--- config.mk ---
export PLATFORM = sky130hd
export DESIGN_NAME = fma_sum_normalizer
export DESIGN_NICKNAME = d
export VERILOG_FILES = /design/src/rtl/fma_sum_normalizer.sv
export SDC_FILE = /design/constraint.sdc
export NUM_CORES = 1
export LEC_CHECK = 0
export BUFFER_PORTS_ARGS = -buffer_cell sky130_fd_sc_hd__buf_2
export CAP_MARGIN = 20
export CORE_MARGIN = 5
export CORE_UTILIZATION = 45
export CTS_BUF_LIST = sky130_fd_sc_hd__clkbuf_16
export DETAILED_ROUTE_END_ITERATION = 10
export PLACE_DENSITY = 0.68
export RECOVER_POWER = 25
export SLEW_MARGIN = 40
export SYNTH_ARGS = -nofsm -noshare
export SYNTH_HDL_FRONTEND = slang
export SYNTH_SLANG_ARGS = --single-unit
--- constraint.sdc ---
create_clock -name clk -period 3.3 [get_ports clk]
set_clock_uncertainty 0.15 [all_clocks]
set_input_delay 0.33 -clock clk [delete_from_list [all_inputs] [get_ports clk]]
set_output_delay 0.33 -clock clk [all_outputs]
set_load 0.01 [all_outputs]
--- src/rtl/fma_sum_normalizer.sv ---
// Sum/carry resolve stage for the aligned product path: adds the pair,
// takes sign and magnitude, then counts leading zeros and normalizes.
module fma_sum_normalizer #(
    parameter int SIG_WIDTH = 23,
    parameter int TAG_WIDTH = 4,
    parameter int LZC_WIDTH = 6,
    localparam int W = 2 * (SIG_WIDTH + 1) + 1
) (
    input  logic                 clk,
    input  logic                 rst,
    input  logic                 flush,
    input  logic                 in_valid,
    output logic                 in_ready,
    input  logic [W-1:0]         in_s,
    input  logic [W-1:0]         in_c,
    input  logic [TAG_WIDTH-1:0] in_tag,
    output logic                 out_valid,
    input  logic                 out_ready,
    output logic                 out_sign,
    output logic [W-1:0]         out_mag,
    output logic [W-1:0]         out_norm,
    output logic [LZC_WIDTH-1:0] out_lzc,
    output logic                 out_zero,
    output logic [TAG_WIDTH-1:0] out_tag
);

    logic                 r_v1, r_v2, r_v3;
    logic [W-1:0]         r_sum1;
    logic [TAG_WIDTH-1:0] r_tag1, r_tag2, r_tag3;
    logic                 r_sign2, r_sign3;
    logic [W-1:0]         r_mag2, r_mag3, r_norm3;
    logic [LZC_WIDTH-1:0] r_lzc3;
    logic                 r_zero3;

    logic                 w_en;
    logic [W-1:0]         w_sum;
    logic [W-1:0]         w_neg;
    logic [LZC_WIDTH-1:0] w_lzc;
    logic [W-1:0]         w_norm;
    logic                 w_zero;

    // Whole pipe stalls together; bubbles are not squeezed out.
    assign w_en     = !r_v3 || out_ready;
    assign in_ready = w_en;
    assign w_sum    = in_s + in_c;
    assign w_neg    = ~r_sum1 + {{(W-1){1'b0}}, 1'b1};
    assign w_zero   = (r_mag2 == '0);

    // Ascending scan: the last hit is the most significant set bit.
    always_comb begin
        w_lzc = LZC_WIDTH'(W);
        for (int i = 0; i < W; i++) begin
            if (r_mag2[i]) w_lzc = LZC_WIDTH'(W - 1 - i);
        end
        w_norm = r_mag2 << w_lzc;
    end

    always_ff @(posedge clk) begin
        if (rst || flush) begin
            r_v1    <= 1'b0;
            r_v2    <= 1'b0;
            r_v3    <= 1'b0;
            r_sum1  <= '0;
            r_tag1  <= '0;
            r_sign2 <= 1'b0;
            r_mag2  <= '0;
            r_tag2  <= '0;
            r_sign3 <= 1'b0;
            r_mag3  <= '0;
            r_norm3 <= '0;
            r_lzc3  <= '0;
            r_zero3 <= 1'b0;
            r_tag3  <= '0;
        end else if (w_en) begin
            r_v1 <= in_valid;
            r_v2 <= r_v1;
            r_v3 <= r_v2;
            if (in_valid) begin
                r_sum1 <= w_sum;
                r_tag1 <= in_tag;
            end
            if (r_v1) begin
                r_sign2 <= r_sum1[W-1];
                r_mag2  <= r_sum1[W-1] ? w_neg : r_sum1;
                r_tag2  <= r_tag1;
            end
            if (r_v2) begin
                r_sign3 <= r_sign2 && !w_zero;
                r_mag3  <= r_mag2;
                r_norm3 <= w_norm;
                r_lzc3  <= w_lzc;
                r_zero3 <= w_zero;
                r_tag3  <= r_tag2;
            end
        end
    end

    assign out_valid = r_v3;
    assign out_sign  = r_sign3;
    assign out_mag   = r_mag3;
    assign out_norm  = r_norm3;
    assign out_lzc   = r_lzc3;
    assign out_zero  = r_zero3;
    assign out_tag   = r_tag3;

endmodule
Word level (Yosys, flattened, before mapping)
Index checks and enable logic that the tools add are counted.

Output and inout bits: 112. Logic and storage cells: 77. Register bits: 220. Input port bits: 107.

Multiplexer cells: 50. Add/subtract/negate cells: 2. Bitwise logic cells: 1. Shift operators: 1. Reductions and logical operators: 9.

Operators by type and width (count): $mux 6 (48); $add 49x1->49 const B (1); $add 49x49->49 (1); $logic_not 49->1 (1); $mux 49 (1); $not 49->49 (1); $shl 49x6->49 (1); $reduce_and 2->1 (3); $logic_not 1->1 (2); $logic_or 1x1->1 (2); $logic_and 1x1->1 (1); $mux 1 (1).

Logic depth before layout (Yosys ltp)
Gate-level depths: netlist of the first run.

Depth in word-level cells: 50. Gate-level depth with buffers: 15. Gate-level depth less buffers: 14.

Least setup slack after synthesis of the first run
Ideal clock, no wire load.

Path kind: register to register. From: reg r_mag2[36]. To: reg r_norm3[43], in the netlist out_norm[43]. Data required time: 3.028 ns. Stages on the path, launching flop included: 15. Buffers on the path: 3. Arrival time: 3.135 ns. Library setup time: 0.122 ns. Path slack: -0.107 ns. Clock period less this slack: 3.407 ns. Cell sequence: dfxtp_1 buf_6 or4_1 a211oi_2 o2111a_2 and4_1 buf_4 o41ai_2 buf_6 mux2_4 or3_1 o2111a_1 a31oi_2 o22ai_1 a221o_1.

Longest elaborated chain between the ends: 14.

Ends and longest elaborated chain: start, declared (RTL line 31) `logic [W-1:0] r_mag2, r_mag3, r_norm3;`; start signal, assigned (RTL line 84) `r_mag2 <= r_sum1[W-1] ? w_neg : r_sum1;`; $mux 6 (13 in a row) (RTL line 53) `if (r_mag2[i]) w_lzc = LZC_WIDTH'(W - 1 - i);`; $shl 49x6->49 * (RTL line 55) `w_norm = r_mag2 << w_lzc;`; end signal, assigned (RTL line 90) `r_norm3 <= w_norm;`; end, declared (RTL line 31).

Mark *: on every way between the ends. The rest lies on a longest branch, timed or not. A chain may end at the register's enable or synchronous reset.

Worst setup path after layout of the first run
From: reg r_mag2[38]. To: reg r_norm3[34], in the netlist out_norm[34].

Longest elaborated chain between the ends: 12.

Ends and longest elaborated chain (RTL line): $mux 6 (11 in a row) (53); $shl 49x6->49 * (55).

Marks and branches as above.

==> results of run 1 <==
==> synthesized netlist by cell type (all sizes together), types with 5 or more instances <==
cell | number | share of area [%]
o31a | 5 | 0.30
a221o | 7 | 0.48
o32ai | 23 | 1.5
xor2 | 54 | 3.3
xnor2 | 31 | 1.9
buf | 32 | 1.2
or3 | 11 | 0.47
a21oi | 182 | 6.3
nand4 | 16 | 0.69
a211o | 16 | 0.97
o221ai | 15 | 0.91
mux2 | 23 | 1.8
o21a | 13 | 0.67
or4 | 8 | 0.41
a2111oi | 7 | 0.42
dfxtp | 220 | 30
or2 | 10 | 0.43
a221oi | 7 | 0.42
nor2 | 161 | 4.2
inv | 36 | 0.93
a32oi | 6 | 0.36
o21ai | 98 | 3.4
o211ai | 13 | 0.67
ha | 49 | 4.2
a22oi | 14 | 0.73
o311ai | 7 | 0.42
a22o | 8 | 0.48
o41ai | 10 | 0.71
nor2b | 11 | 0.47
a31oi | 14 | 0.75
o31ai | 34 | 1.8
and2 | 8 | 0.35
nand2b | 17 | 0.73
a21o | 27 | 1.4
nor4 | 28 | 1.2
o22ai | 15 | 0.65
o21bai | 9 | 0.47
nand3 | 36 | 1.3
a211oi | 69 | 3.6
mux2i | 39 | 2.7
clkbuf | 135 | 3.5
and3 | 18 | 0.78
nor3 | 33 | 1.2
nand2 | 298 | 7.7
o2111ai | 6 | 0.36
==> layer usage <==
metal	GRT usage, %	vias up	part of all wire [%]
met5	0	-	0
met4	9.43	0	3.7
met3	3.98	132	6.9
met2	49.8	661	46
met1	38.5	7685	43
li1	-	7984	-
==> layout make-up <==
type / instances / area (um2) / area share [%]
Sequential cell: 220 / 4420 / 21.2
Tap cell: 402 / 503 / 2.41
Multi-Input combinational cell: 1492 / 10700 / 51.5
Timing Repair Buffer: 614 / 4350 / 20.8
Inverter: 36 / 135 / 0.647
Clock inverter: 20 / 126 / 0.605
Clock buffer: 24 / 601 / 2.88
==> cell families after synthesis <==
family,share of synthesized area [%]
buffers and inverters,5.63
multiplexers,4.51
AO/OA/AOI/OAI,29.3
AND/OR/NAND/NOR,20.6
flip-flops,30.4
adder cells (fa/ha/maj),4.37
XOR/XNOR,5.14
==> what timing repair did <==
action	in CTS	in global routing
hold buffers	5	0
pin swaps	36	58
endpoints found under the setup margin	49	54
cloned	0	2
setup buffers	14	27
endpoints found under the hold margin	7	0
resized for setup	151	176
==> state kept, by name (all words and copies together) (netlist names) <==
signal and count:
r_sum1 49, r_mag2 49, out_lzc 6, out_mag 49
out_zero 1, r_tag2 4, r_tag1 4, out_norm 49
r_sign2 1, r_v2 1, out_valid 1, r_v1 1
out_sign 1, out_tag 4
==> how the worst max path moves through the flow <==
stage	to	slack [ps]	cells after the start
after floorplan	out_norm[43]	-100	14
after global placement	out_norm[43]	-570	12
after detailed placement	out_norm[39]	-600	13
after CTS	out_norm[43]	-260	13
after global routing	out_norm[34]	-420	16
final	out_norm[34]	-320	16
==> worst reg2reg max path, stage by stage, from the launching register on <==
cell	delay, ps
sky130_fd_sc_hd__dfxtp_2	330
sky130_fd_sc_hd__or4_4	520
sky130_fd_sc_hd__a211oi_4	230
sky130_fd_sc_hd__o2111a_2	280
sky130_fd_sc_hd__buf_6	100
sky130_fd_sc_hd__nand4_1	160
sky130_fd_sc_hd__nand3_4	130
sky130_fd_sc_hd__a31oi_4	90
sky130_fd_sc_hd__buf_12	160
sky130_fd_sc_hd__buf_12	140
sky130_fd_sc_hd__o32ai_4	270
sky130_fd_sc_hd__o32ai_2	140
sky130_fd_sc_hd__buf_4	170
sky130_fd_sc_hd__buf_6	110
sky130_fd_sc_hd__a211oi_2	180
sky130_fd_sc_hd__nor3_1	70
sky130_fd_sc_hd__a221o_1	260
==> through the flow <==
step | TNS, ps | std cells
2_1_floorplan | -124 | 1915
3_3_place_gp | -17670 | 2727
3_5_place_dp | -20600 | 2727
4_1_cts | -6150 | 2788
5_1_grt | -12290 | 2808
6_report | -8660 | 2808
==> power by group through the flow <==
stage / sequential (mW) / combinational (mW) / clock, mW
after floorplan: 2.81 / 1.96 / 0
after global placement: 2.82 / 3.76 / 0
after detailed placement: 2.82 / 3.77 / 0
after CTS: 2.76 / 4.22 / 2.56
after global routing: 2.77 / 5.27 / 2.68
final: 2.76 / 5.02 / 2.52
==> tab_implementation.tex, run 1 <==
\begin{tabular}{lr}
\hline
Metric & Value \\
\hline
\multicolumn{2}{l}{\textbf{Synth}} \\
\quad Synthesized flop and latch total & 220 \\
\quad Distinct cell type count of the synthesized netlist & 85 \\
\quad Dominant synthesized flop cell & sky130\_fd\_sc\_hd\_\_dfxtp\_1 \\
\quad Mean cell area of the mapped netlist & between 7 and 8 um2 \\
\quad Total nets after synthesis & 2072 \\
\quad Netlist area before placement & between 0.01 and 0.015 mm2 \\
\quad Proportion of register bits with asynchronous set or reset after synthesis & 0\% \\
\quad Count of warnings emitted by yosys & 0 \\
\quad Post-Syn Instances & 1915 \\
\quad Share of synthesized area occupied by flip-flops and latches & a little over 30\% \\
\quad Count of flip-flops with a built-in enable after synthesis & 0 \\
\multicolumn{2}{l}{\textbf{Power and ir drop}} \\
\quad Portion of total power attributed to sequential cells & 26.8\% \\
\quad Clock network fraction of design power & about 25\% \\
\quad Peak VDD IR & between 400 and 500 uV \\
\quad LEAKAGE & around 8.5 nW \\
\quad Pwr dens & a little under 500 mW/mm2 \\
\quad Switching power total & 3.85 mW \\
\quad Part of the power in combinational logic & between 40\% and 50\% \\
\quad Net switching fraction of the power & a little under two fifths \\
\quad Total chip power & between 10 and 15 mW \\
\quad Internal Dissipation & approximately 6.5 mW \\
\multicolumn{2}{l}{\textbf{Place}} \\
\quad Area of placed instances & 0.0183 mm2 \\
\quad DP Worst Slack & -597 ps \\
\quad Number of buffers added on ports & between 200 and 250 \\
\quad Detailed placer's ending HPWL & roughly 43000 um \\
\quad Weighted congestion reported at the end of routability-driven placement & between 0.9 and 1 \\
\multicolumn{2}{l}{\textbf{Route}} \\
\quad Remaining antenna violation count after routing & 0 \\
\quad Via count of the routed design & about 16000 \\
\quad Detailed-route DRC error count & 0 \\
\quad Starting DRT DRC Count & around 1300 \\
\quad Total iterations of the first detailed-routing run & 5 \\
\quad Mean number of vias per cell & 5.86 \\
\quad Routed WL & approximately 57000 um \\
\quad Detailed-route wire length per cell & between 20 and 25 um \\
\multicolumn{2}{l}{\textbf{Setup path}} \\
\quad Crit path buffers/inverters & 5 \\
\quad Worst EP required & 3580 ps \\
\quad Arrival time worst endpoint & approximately 3900 ps \\
\quad Largest incremental delay on the critical path & 520 ps \\
\quad Launch point of the worst reg-to-reg path & r\_mag2[38] \\
\quad Worst setup path start & r\_mag2[38] \\
\quad Critical register-to-register path endpoint & out\_norm[34] \\
\quad Cells traversed along the worst timing path & or4\_4 -> a211oi\_4 -> o2111a\_2 -> buf\_6 -> nand4\_1 -> nand3\_4 -> a31oi\_4 -> buf\_12 -> buf\_12 -> o32ai\_4 -> o32ai\_2 -> buf\_4 -> buf\_6 -> a211oi\_2 -> nor3\_1 -> a221o\_1 \\
\quad Critical path fanouts, max & 6 \\
\quad Class of the most critical setup path & reg2reg \\
\quad Gate family responsible for the most delay along the worst path & compound AO/OA/AOI/OAI gates \\
\quad Capturing element type of the critical path & flip-flop \\
\quad Setup slack on the worst flop-to-flop path & -320 ps \\
\quad Depth of the most critical reg-to-reg path & 16 \\
\quad Nature of the critical path startpoint & flip-flop \\
\quad Slowest stage cell on the critical path & sky130\_fd\_sc\_hd\_\_or4\_4 \\
\multicolumn{2}{l}{\textbf{Outcome}} \\
\quad Failing checks & setup timing \\
\quad Run status & finished, violations left \\
\multicolumn{2}{l}{\textbf{Final layout}} \\
\quad Post-layout net count & about 2500 \\
\quad Antenna cells & 0 \\
\quad Most frequent standard cell in the layout excluding fill and tap cells & sky130\_fd\_sc\_hd\_\_buf\_4 \\
\quad Share of the core filled with cells in the final layout & 65.8\% \\
\quad Layout cells sized above 1 & roughly 33\% \\
\quad Commonest cells after routing, fill and taps aside & sky130\_fd\_sc\_hd\_\_buf\_4, sky130\_fd\_sc\_hd\_\_nand2\_1, sky130\_fd\_sc\_hd\_\_dfxtp\_1 \\
\quad Final standard cell area without fillers & between 0.02 and 0.025 mm2 \\
\quad Filler cell count in the final layout & 2825 \\
\quad Area growth from synthesis to layout & 44.0\% \\
\multicolumn{2}{l}{\textbf{GRT}} \\
\quad Wire length of the first global-routing pass & 86200 um \\
\quad Overall fraction of global-route tracks in use & about 29\% \\
\quad Pin count of the biggest net entering global routing & 123 \\
\quad Number of global-route vias before repair & between 15000 and 20000 \\
\quad Antenna violations before repair & 0 \\
\quad Gr ovfl total & 0 \\
\multicolumn{2}{l}{\textbf{Clocking}} \\
\quad Number of H-tree levels & 1 \\
\quad Longest Clk Path Bufs & 3 \\
\quad Clock Sink Count & between 200 and 250 \\
\quad Clock slew at the register clock pins of the worst setup and hold paths & around 60 ps \\
\quad Root buffer cell & sky130\_fd\_sc\_hd\_\_clkbuf\_16 \\
\quad Later-pin clock latency in the skew report & around 540 ps \\
\quad TritonCTS clock tree & built \\
\quad Number of buffers created by CTS & 24 \\
\multicolumn{2}{l}{\textbf{Floorplanning}} \\
\quad Initial standard-cell utilization of the core & between 40\% and 50\% \\
\quad DIE HEIGHT & around 190 um \\
\quad Placeable core region & between 0.03 and 0.04 mm2 \\
\quad Number of top-level pins & 219 \\
\quad Full die area & between 0.03 and 0.04 mm2 \\
\quad Number of placement rows & 65 \\
\quad Die width & approximately 190 um \\
\multicolumn{2}{l}{\textbf{STA}} \\
\quad Final worst-path cycle share & 110\% \\
\quad Top achievable clock speed & $\sim$280 MHz \\
\quad Final count of hold timing violations & 0 \\
\quad Post-layout minimum cycle time & $\sim$3600 ps \\
\quad Worst hold-check slack & about 44 ps \\
\quad Post-route setup slack & -316 ps \\
\quad Total of endpoints with negative setup slack in the final report & 45 \\
\quad Total count of max-transition violations in the final report & 0 \\
\quad Slew headroom & around half \\
\quad Transition time at the pin with the least slew margin & $\sim$760 ps \\
\quad RSZ-0062 raised after global routing & true \\
\multicolumn{2}{l}{\textbf{Hold path}} \\
\quad Min-Delay Path Depth & 3 \\
\quad Worst-case hold path end point & r\_sum1[48] \\
\quad Source of the worst hold timing path & in\_s[48] \\
\quad Worst hold path type & in2reg \\
\multicolumn{2}{l}{\textbf{Flow run}} \\
\quad Number of max-capacitance violations reported & 0 \\
\hline
\end{tabular}
Power figures use the tool's default switching activity.
==> run 2: changes to the inputs <==
Settings changed: CELL_PAD_IN_SITES_DETAIL_PLACEMENT set to 1, CELL_PAD_IN_SITES_GLOBAL_PLACEMENT set to 2, CORE_UTILIZATION 45 to 30, PLACE_DENSITY 0.68 to unset, PLACE_DENSITY_LB_ADDON set to 0.1.
==> run 2 against run 1 <==
- the run still ends with setup timing left
- total power up 5.0%
- count of clock-buffer cells in the layout up 3
- routed wire length grew 16%
- register-to-register slack worse by 90 ps
- critical path depth down 3
==> tab_implementation.tex, run 2 (synthesis gave the netlist of run 1 again) <==
\begin{tabular}{lr}
\hline
Metric & Value \\
\hline
\multicolumn{2}{l}{\textbf{Outcome}} \\
\quad Run status & finished, violations left \\
\quad Failing checks & setup timing \\
\multicolumn{2}{l}{\textbf{Setup path}} \\
\quad Capturing element type of the critical path & flip-flop \\
\quad Nature of the critical path startpoint & flip-flop \\
\quad Worst EP required & between 3000 and 4000 ps \\
\quad Critical path fanouts, max & 5 \\
\quad Arrival time worst endpoint & 4020 ps \\
\quad Class of the most critical setup path & reg2reg \\
\multicolumn{2}{l}{\textbf{Floorplanning}} \\
\quad Die width & 230 um \\
\quad Number of placement rows & 80 \\
\quad Placeable core region & roughly 0.048 mm2 \\
\quad DIE HEIGHT & 230 um \\
\quad Number of top-level pins & 219 \\
\quad Initial standard-cell utilization of the core & a little under a third \\
\quad Full die area & 0.0528 mm2 \\
\multicolumn{2}{l}{\textbf{Place}} \\
\quad DP Worst Slack & -679 ps \\
\quad Number of buffers added on ports & 218 \\
\quad Weighted congestion reported at the end of routability-driven placement & $\sim$0.9 \\
\quad Detailed placer's ending HPWL & 50500 um \\
\quad Placed insts & between 2000 and 3000 \\
\multicolumn{2}{l}{\textbf{Final layout}} \\
\quad Post-layout net count & roughly 2600 \\
\quad Register area & 0.00441 mm2 \\
\quad Commonest cells after routing, fill and taps aside & sky130\_fd\_sc\_hd\_\_buf\_4, sky130\_fd\_sc\_hd\_\_nand2\_1, sky130\_fd\_sc\_hd\_\_dfxtp\_1 \\
\quad Filler-free cell count of the finished design & $\sim$3000 \\
\quad Share of the core filled with cells in the final layout & 45.2\% \\
\quad Antenna cells & 0 \\
\quad Most frequent standard cell in the layout excluding fill and tap cells & sky130\_fd\_sc\_hd\_\_buf\_4 \\
\quad Filler cell count in the final layout & between 5000 and 6000 \\
\quad Layout cells sized above 1 & approximately a third \\
\quad Total area of multi-input combinational cells & between 0.01 and 0.015 mm2 \\
\quad Area growth from synthesis to layout & 49.0\% \\
\multicolumn{2}{l}{\textbf{GRT}} \\
\quad Pin count of the biggest net entering global routing & $\sim$140 \\
\quad Gr ovfl total & 0 \\
\quad Overall fraction of global-route tracks in use & 23.7\% \\
\quad Number of global-route vias before repair & $\sim$17000 \\
\quad Wire length of the first global-routing pass & between 100000 and 150000 um \\
\quad Antenna violations before repair & 0 \\
\multicolumn{2}{l}{\textbf{Route}} \\
\quad Starting DRT DRC Count & roughly 730 \\
\quad Detailed-route wire length per cell & roughly 22 um \\
\quad Routed WL & roughly 66000 um \\
\quad Mean number of vias per cell & about 5.4 \\
\quad Remaining antenna violation count after routing & 0 \\
\quad Via count of the routed design & 16400 \\
\quad Detailed-route DRC error count & 0 \\
\quad Total iterations of the first detailed-routing run & 5 \\
\multicolumn{2}{l}{\textbf{Power and ir drop}} \\
\quad Part of the power in combinational logic & between 40\% and 50\% \\
\quad LEAKAGE & 8.63 nW \\
\quad Portion of total power attributed to sequential cells & between 20\% and 30\% \\
\quad Clock network fraction of design power & about a quarter \\
\quad Switching power total & between 4 and 5 mW \\
\quad Internal Dissipation & between 6 and 7 mW \\
\quad Pwr dens & about 500 mW/mm2 \\
\quad Net switching fraction of the power & about 38\% \\
\quad Peak VDD IR & around 380 uV \\
\multicolumn{2}{l}{\textbf{STA}} \\
\quad Post-layout minimum cycle time & about 3700 ps \\
\quad Final worst-path cycle share & 112\% \\
\quad Total count of max-transition violations in the final report & 0 \\
\quad RSZ-0062 raised after global routing & true \\
\quad Post-route setup slack & -411 ps \\
\quad Final count of hold timing violations & 0 \\
\quad Worst hold-check slack & around 38 ps \\
\quad Total of endpoints with negative setup slack in the final report & 45 \\
\quad Transition time at the pin with the least slew margin & around 800 ps \\
\quad Accumulated negative setup slack & -10430 ps \\
\quad Slew headroom & between 40\% and 50\% \\
\quad Top achievable clock speed & 269 MHz \\
\multicolumn{2}{l}{\textbf{Hold path}} \\
\quad Worst hold path type & in2reg \\
\multicolumn{2}{l}{\textbf{Clocking}} \\
\quad Longest Clk Path Bufs & 3 \\
\quad Number of H-tree levels & 1 \\
\quad Root buffer cell & sky130\_fd\_sc\_hd\_\_clkbuf\_16 \\
\quad Later-pin clock latency in the skew report & 570 ps \\
\quad Clock slew at the register clock pins of the worst setup and hold paths & around 60 ps \\
\quad TritonCTS clock tree & built \\
\quad Number of buffers created by CTS & 27 \\
\quad Clock Sink Count & 220 \\
\multicolumn{2}{l}{\textbf{Flow run}} \\
\quad Number of max-capacitance violations reported & 0 \\
\hline
\end{tabular}
## run 2: power by group through the flow
stage	combinational [mW]	clock [mW]	sequential, mW
detailed placement	3.89	0	2.82
floorplan	1.96	0	2.81
finish	5.30	2.76	2.76
global placement	3.86	0	2.82
CTS	4.87	2.86	2.76
global route	5.61	2.96	2.77
## run 2: per-layer routing
| layer | vias up | track usage (%) | part of all wire [%] |
|---|---|---|---|
| li1 | 7979 | - | - |
| met1 | 7993 | 30.9 | 45 |
| met2 | 304 | 41.9 | 49 |
| met3 | 86 | 2.31 | 3.1 |
| met4 | 0 | 6.65 | 3.0 |
| met5 | - | 0 | 0 |
## run 2: layout make-up
type                            instances  share of cell area, %
Inverter                               36                  0.626
Multi-Input combinational cell       1492                   50.7
Tap cell                              615                   3.56
Sequential cell                       220                   20.4
Clock buffer                           27                   3.13
Clock inverter                         21                  0.620
Timing Repair Buffer                  627                   20.9
## run 2: worst max-delay path, stage by stage, from the launching register on
cell and delay, ps:
sky130_fd_sc_hd__dfxtp_4 390, sky130_fd_sc_hd__inv_1 70, sky130_fd_sc_hd__a221oi_1 350, sky130_fd_sc_hd__o31ai_1 170
sky130_fd_sc_hd__and4_4 240, sky130_fd_sc_hd__buf_6 120, sky130_fd_sc_hd__o41ai_4 520, sky130_fd_sc_hd__buf_4 200
sky130_fd_sc_hd__mux2_4 310, sky130_fd_sc_hd__or3_4 330, sky130_fd_sc_hd__o2111a_1 180, sky130_fd_sc_hd__a31oi_4 220
sky130_fd_sc_hd__o22ai_2 110, sky130_fd_sc_hd__a221o_1 260
## run 2: worst paths after layout
| kind | startpoint | endpoint | slack [ps] | cells past startpoint |
|---|---|---|---|---|
| setup / recovery | r_mag2[4] | out_norm[43] | -410 | 13 |
| hold / removal | flush | out_norm[33] | 40 | 4 |
| setup reg to reg | r_mag2[4] | out_norm[43] | -410 | 13 |
| hold reg to reg | out_mag[30] | out_mag[30] | 300 | 2 |
## run 2: per-stage QoR
step	cell area [um2]	total power [mW]
finish	21600	10.8
global route	21600	11.3
CTS	21000	10.5
detailed placement	18500	6.71
global placement	18500	6.67
floorplan	14500	4.77
## run 2: what timing repair did
action | CTS | global route
pin swaps | 60 | 63
endpoints found under the setup margin | 49 | 54
cloned | 2 | 0
endpoints found under the hold margin | 10 | 0
gates resized for setup | 243 | 126
setup buffers | 42 | 22
hold buffers | 10 | 0
==> run 3: changes to the inputs <==
Settings changed: CORE_UTILIZATION 30 to 33.
Clock period 3.3 ns to 3.91 ns, I/O delays scaled along.
==> run 3 against run 2 <==
- the run now ends clean
- non-clock buffer count is 199 lower
- global-route usage is 0.20 points higher
- worst setup slack better by 500 ps
- clock power is 16% lower
- critical endpoint is now out_norm[36]
- sequential cell count stayed put
==> tab_implementation.tex, run 3 (synthesis gave the netlist of run 1 again) <==
\begin{tabular}{lr}
\hline
Metric & Value \\
\hline
\multicolumn{2}{l}{\textbf{Setup path}} \\
\quad Critical register-to-register path endpoint & out\_norm[36] \\
\quad Arrival time worst endpoint & around 4100 ps \\
\quad Setup slack on the worst flop-to-flop path & between 90 and 100 ps \\
\quad Critical path fanouts, max & 14 \\
\quad Depth of the most critical reg-to-reg path & 15 \\
\quad Capturing element type of the critical path & flip-flop \\
\quad Slowest stage cell on the critical path & sky130\_fd\_sc\_hd\_\_or4\_1 \\
\quad Cell with the most instances on the worst path & sky130\_fd\_sc\_hd\_\_buf\_4 \\
\quad Crit path buffers/inverters & 5 \\
\quad Nature of the critical path startpoint & flip-flop \\
\quad Launch point of the worst reg-to-reg path & r\_mag2[38] \\
\quad Worst EP required & 4230 ps \\
\quad Class of the most critical setup path & reg2reg \\
\quad Cells traversed along the worst timing path & or4\_1 -> a211oi\_2 -> o21ai\_0 -> o21ai\_2 -> nor4\_2 -> buf\_4 -> a21oi\_2 -> buf\_4 -> buf\_4 -> buf\_4 -> nor2\_1 -> o32ai\_1 -> buf\_4 -> mux2i\_1 -> o221ai\_1 \\
\quad Largest incremental delay on the critical path & $\sim$520 ps \\
\quad Gate family responsible for the most delay along the worst path & compound AO/OA/AOI/OAI gates \\
\multicolumn{2}{l}{\textbf{Final layout}} \\
\quad Share of the core filled with cells in the final layout & a little over two fifths \\
\quad Filler-free cell count of the finished design & approximately 2800 \\
\quad Layout cells sized above 1 & between 10\% and 20\% \\
\quad Area growth from synthesis to layout & 24.9\% \\
\quad Commonest cells after routing, fill and taps aside & sky130\_fd\_sc\_hd\_\_nand2\_1, sky130\_fd\_sc\_hd\_\_dfxtp\_1, sky130\_fd\_sc\_hd\_\_buf\_4 \\
\quad Antenna cells & 0 \\
\quad Most frequent standard cell in the layout excluding fill and tap cells & sky130\_fd\_sc\_hd\_\_nand2\_1 \\
\quad Post-layout net count & 2360 \\
\multicolumn{2}{l}{\textbf{Power and ir drop}} \\
\quad Internal Dissipation & 4.88 mW \\
\quad Part of the power in combinational logic & 39.3\% \\
\quad LEAKAGE & around 7 nW \\
\quad Portion of total power attributed to sequential cells & a little under a third \\
\quad Net switching fraction of the power & between 30\% and 40\% \\
\quad Peak VDD IR & roughly 300 uV \\
\quad Pwr dens & 425 mW/mm2 \\
\quad Total chip power & just under 8 mW \\
\quad Switching power total & approximately 2.8 mW \\
\quad Clock network fraction of design power & 30.3\% \\
\multicolumn{2}{l}{\textbf{Clocking}} \\
\quad Longest Clk Path Bufs & 3 \\
\quad Root buffer cell & sky130\_fd\_sc\_hd\_\_clkbuf\_16 \\
\quad Number of buffers created by CTS & 25 \\
\quad TritonCTS clock tree & built \\
\quad Later-pin clock latency in the skew report & 560 ps \\
\quad Clock Sink Count & 220 \\
\quad Clock slew at the register clock pins of the worst setup and hold paths & about 60 ps \\
\quad Number of H-tree levels & 1 \\
\multicolumn{2}{l}{\textbf{Floorplanning}} \\
\quad Number of placement rows & between 70 and 80 \\
\quad Initial standard-cell utilization of the core & $\sim$33\% \\
\quad DIE HEIGHT & between 200 and 250 um \\
\quad Die width & about 220 um \\
\quad Number of top-level pins & between 200 and 250 \\
\quad Full die area & between 0.04 and 0.05 mm2 \\
\quad Placeable core region & roughly 0.043 mm2 \\
\multicolumn{2}{l}{\textbf{Route}} \\
\quad Detailed-route DRC error count & 0 \\
\quad Routed WL & 60100 um \\
\quad Remaining antenna violation count after routing & 0 \\
\quad Mean number of vias per cell & around 5.6 \\
\quad Via count of the routed design & approximately 16000 \\
\quad Detailed-route wire length per cell & between 20 and 25 um \\
\quad Total iterations of the first detailed-routing run & 5 \\
\quad Starting DRT DRC Count & approximately 800 \\
\multicolumn{2}{l}{\textbf{Place}} \\
\quad Weighted congestion reported at the end of routability-driven placement & $\sim$0.95 \\
\quad Number of buffers added on ports & approximately 220 \\
\quad Placed insts & 2754 \\
\quad DP Worst Slack & -342 ps \\
\quad Detailed placer's ending HPWL & between 40000 and 50000 um \\
\multicolumn{2}{l}{\textbf{STA}} \\
\quad Final worst-path cycle share & 97.7\% \\
\quad Transition time at the pin with the least slew margin & around 740 ps \\
\quad Accumulated negative setup slack & 0 ps \\
\quad Post-layout minimum cycle time & roughly 3800 ps \\
\quad Final count of hold timing violations & 0 \\
\quad Total of endpoints with negative setup slack in the final report & 0 \\
\quad Total count of max-transition violations in the final report & 0 \\
\quad Top achievable clock speed & 262 MHz \\
\quad Post-route setup slack & between 90 and 100 ps \\
\quad Slew headroom & approximately half \\
\multicolumn{2}{l}{\textbf{GRT}} \\
\quad Number of global-route vias before repair & 16100 \\
\quad Pin count of the biggest net entering global routing & 133 \\
\quad Gr ovfl total & 0 \\
\quad Antenna violations before repair & 0 \\
\quad Overall fraction of global-route tracks in use & approximately a quarter \\
\quad Wire length of the first global-routing pass & around 93000 um \\
\multicolumn{2}{l}{\textbf{Flow run}} \\
\quad Number of max-capacitance violations reported & 0 \\
\multicolumn{2}{l}{\textbf{Hold path}} \\
\quad Worst-case hold path end point & r\_sum1[0] \\
\quad Source of the worst hold timing path & in\_c[0] \\
\quad Min-Delay Path Depth & 4 \\
\quad Worst hold path type & in2reg \\
\multicolumn{2}{l}{\textbf{Outcome}} \\
\quad Run status & finished, final reports clean \\
\hline
\end{tabular}
-- run 3: layout make-up --
type                       count  area (um2)
clock buffer                  25         626
timing repair buffer         428        2650
tap                          585         732
inverter                      36         135
fill                        5348       25200
sequential                   220        4410
multi-input combinational   1492        9390
clock inverter                19         171
-- run 3: through the flow --
step	hold WS, ps	area (um2)
after floorplan	282	14500
after global placement	290	17300
after detailed placement	296	17300
after CTS	64.1	18100
after global routing	117	18100
final	92.1	18100
-- run 3: power groups by stage --
stage	Clock (mW)	Sequential, mW	Combinational (mW)
after floorplan	0	2.37	1.64
after global placement	0	2.39	2.92
after detailed placement	0	2.39	2.95
after CTS	2.40	2.34	2.98
after global routing	2.48	2.35	3.24
final	2.33	2.34	3.02
-- run 3: metal layers --
| metal | track usage (%) | up-vias | wire length [um] |
|---|---|---|---|
| met5 | 0 | - | 0 |
| met4 | 7.72 | 0 | 2040 |
| met3 | 2.20 | 94 | 2160 |
| met2 | 42.5 | 323 | 29500 |
| met1 | 30.6 | 7590 | 26400 |
| li1 | - | 7568 | - |
-- run 3: worst max-delay path by stage --
| stage | depth (start not counted) | endpoint | startpoint | slack [ps] |
|---|---|---|---|---|
| final | 15 | out_norm[36] | r_mag2[38] | 90 |
| after global routing | 14 | out_norm[35] | r_mag2[38] | -5 |
| after CTS | 16 | out_norm[44] | r_mag2[38] | 1 |
| after detailed placement | 15 | out_norm[45] | r_mag2[2] | -340 |
| after global placement | 15 | out_norm[29] | r_mag2[2] | -330 |
| after floorplan | 14 | out_norm[43] | r_mag2[36] | 500 |
-- run 3: worst register-to-register path, delay by kind of cell (launching register included) --
family          cells  cell delay, ps
mux                 1             100
simple gates        3             710
flops               1             330
compound gates      6            1530
buf+inv             5             900
-- run 3: repair_timing --
action / CTS / global route
buffers inserted: 1 / 1
hold endpoints to repair: 7 / 0
pin swaps: 1 / 2
hold buffers: 5 / 0
resized for setup: 3 / 15
setup endpoints to repair: 13 / 36
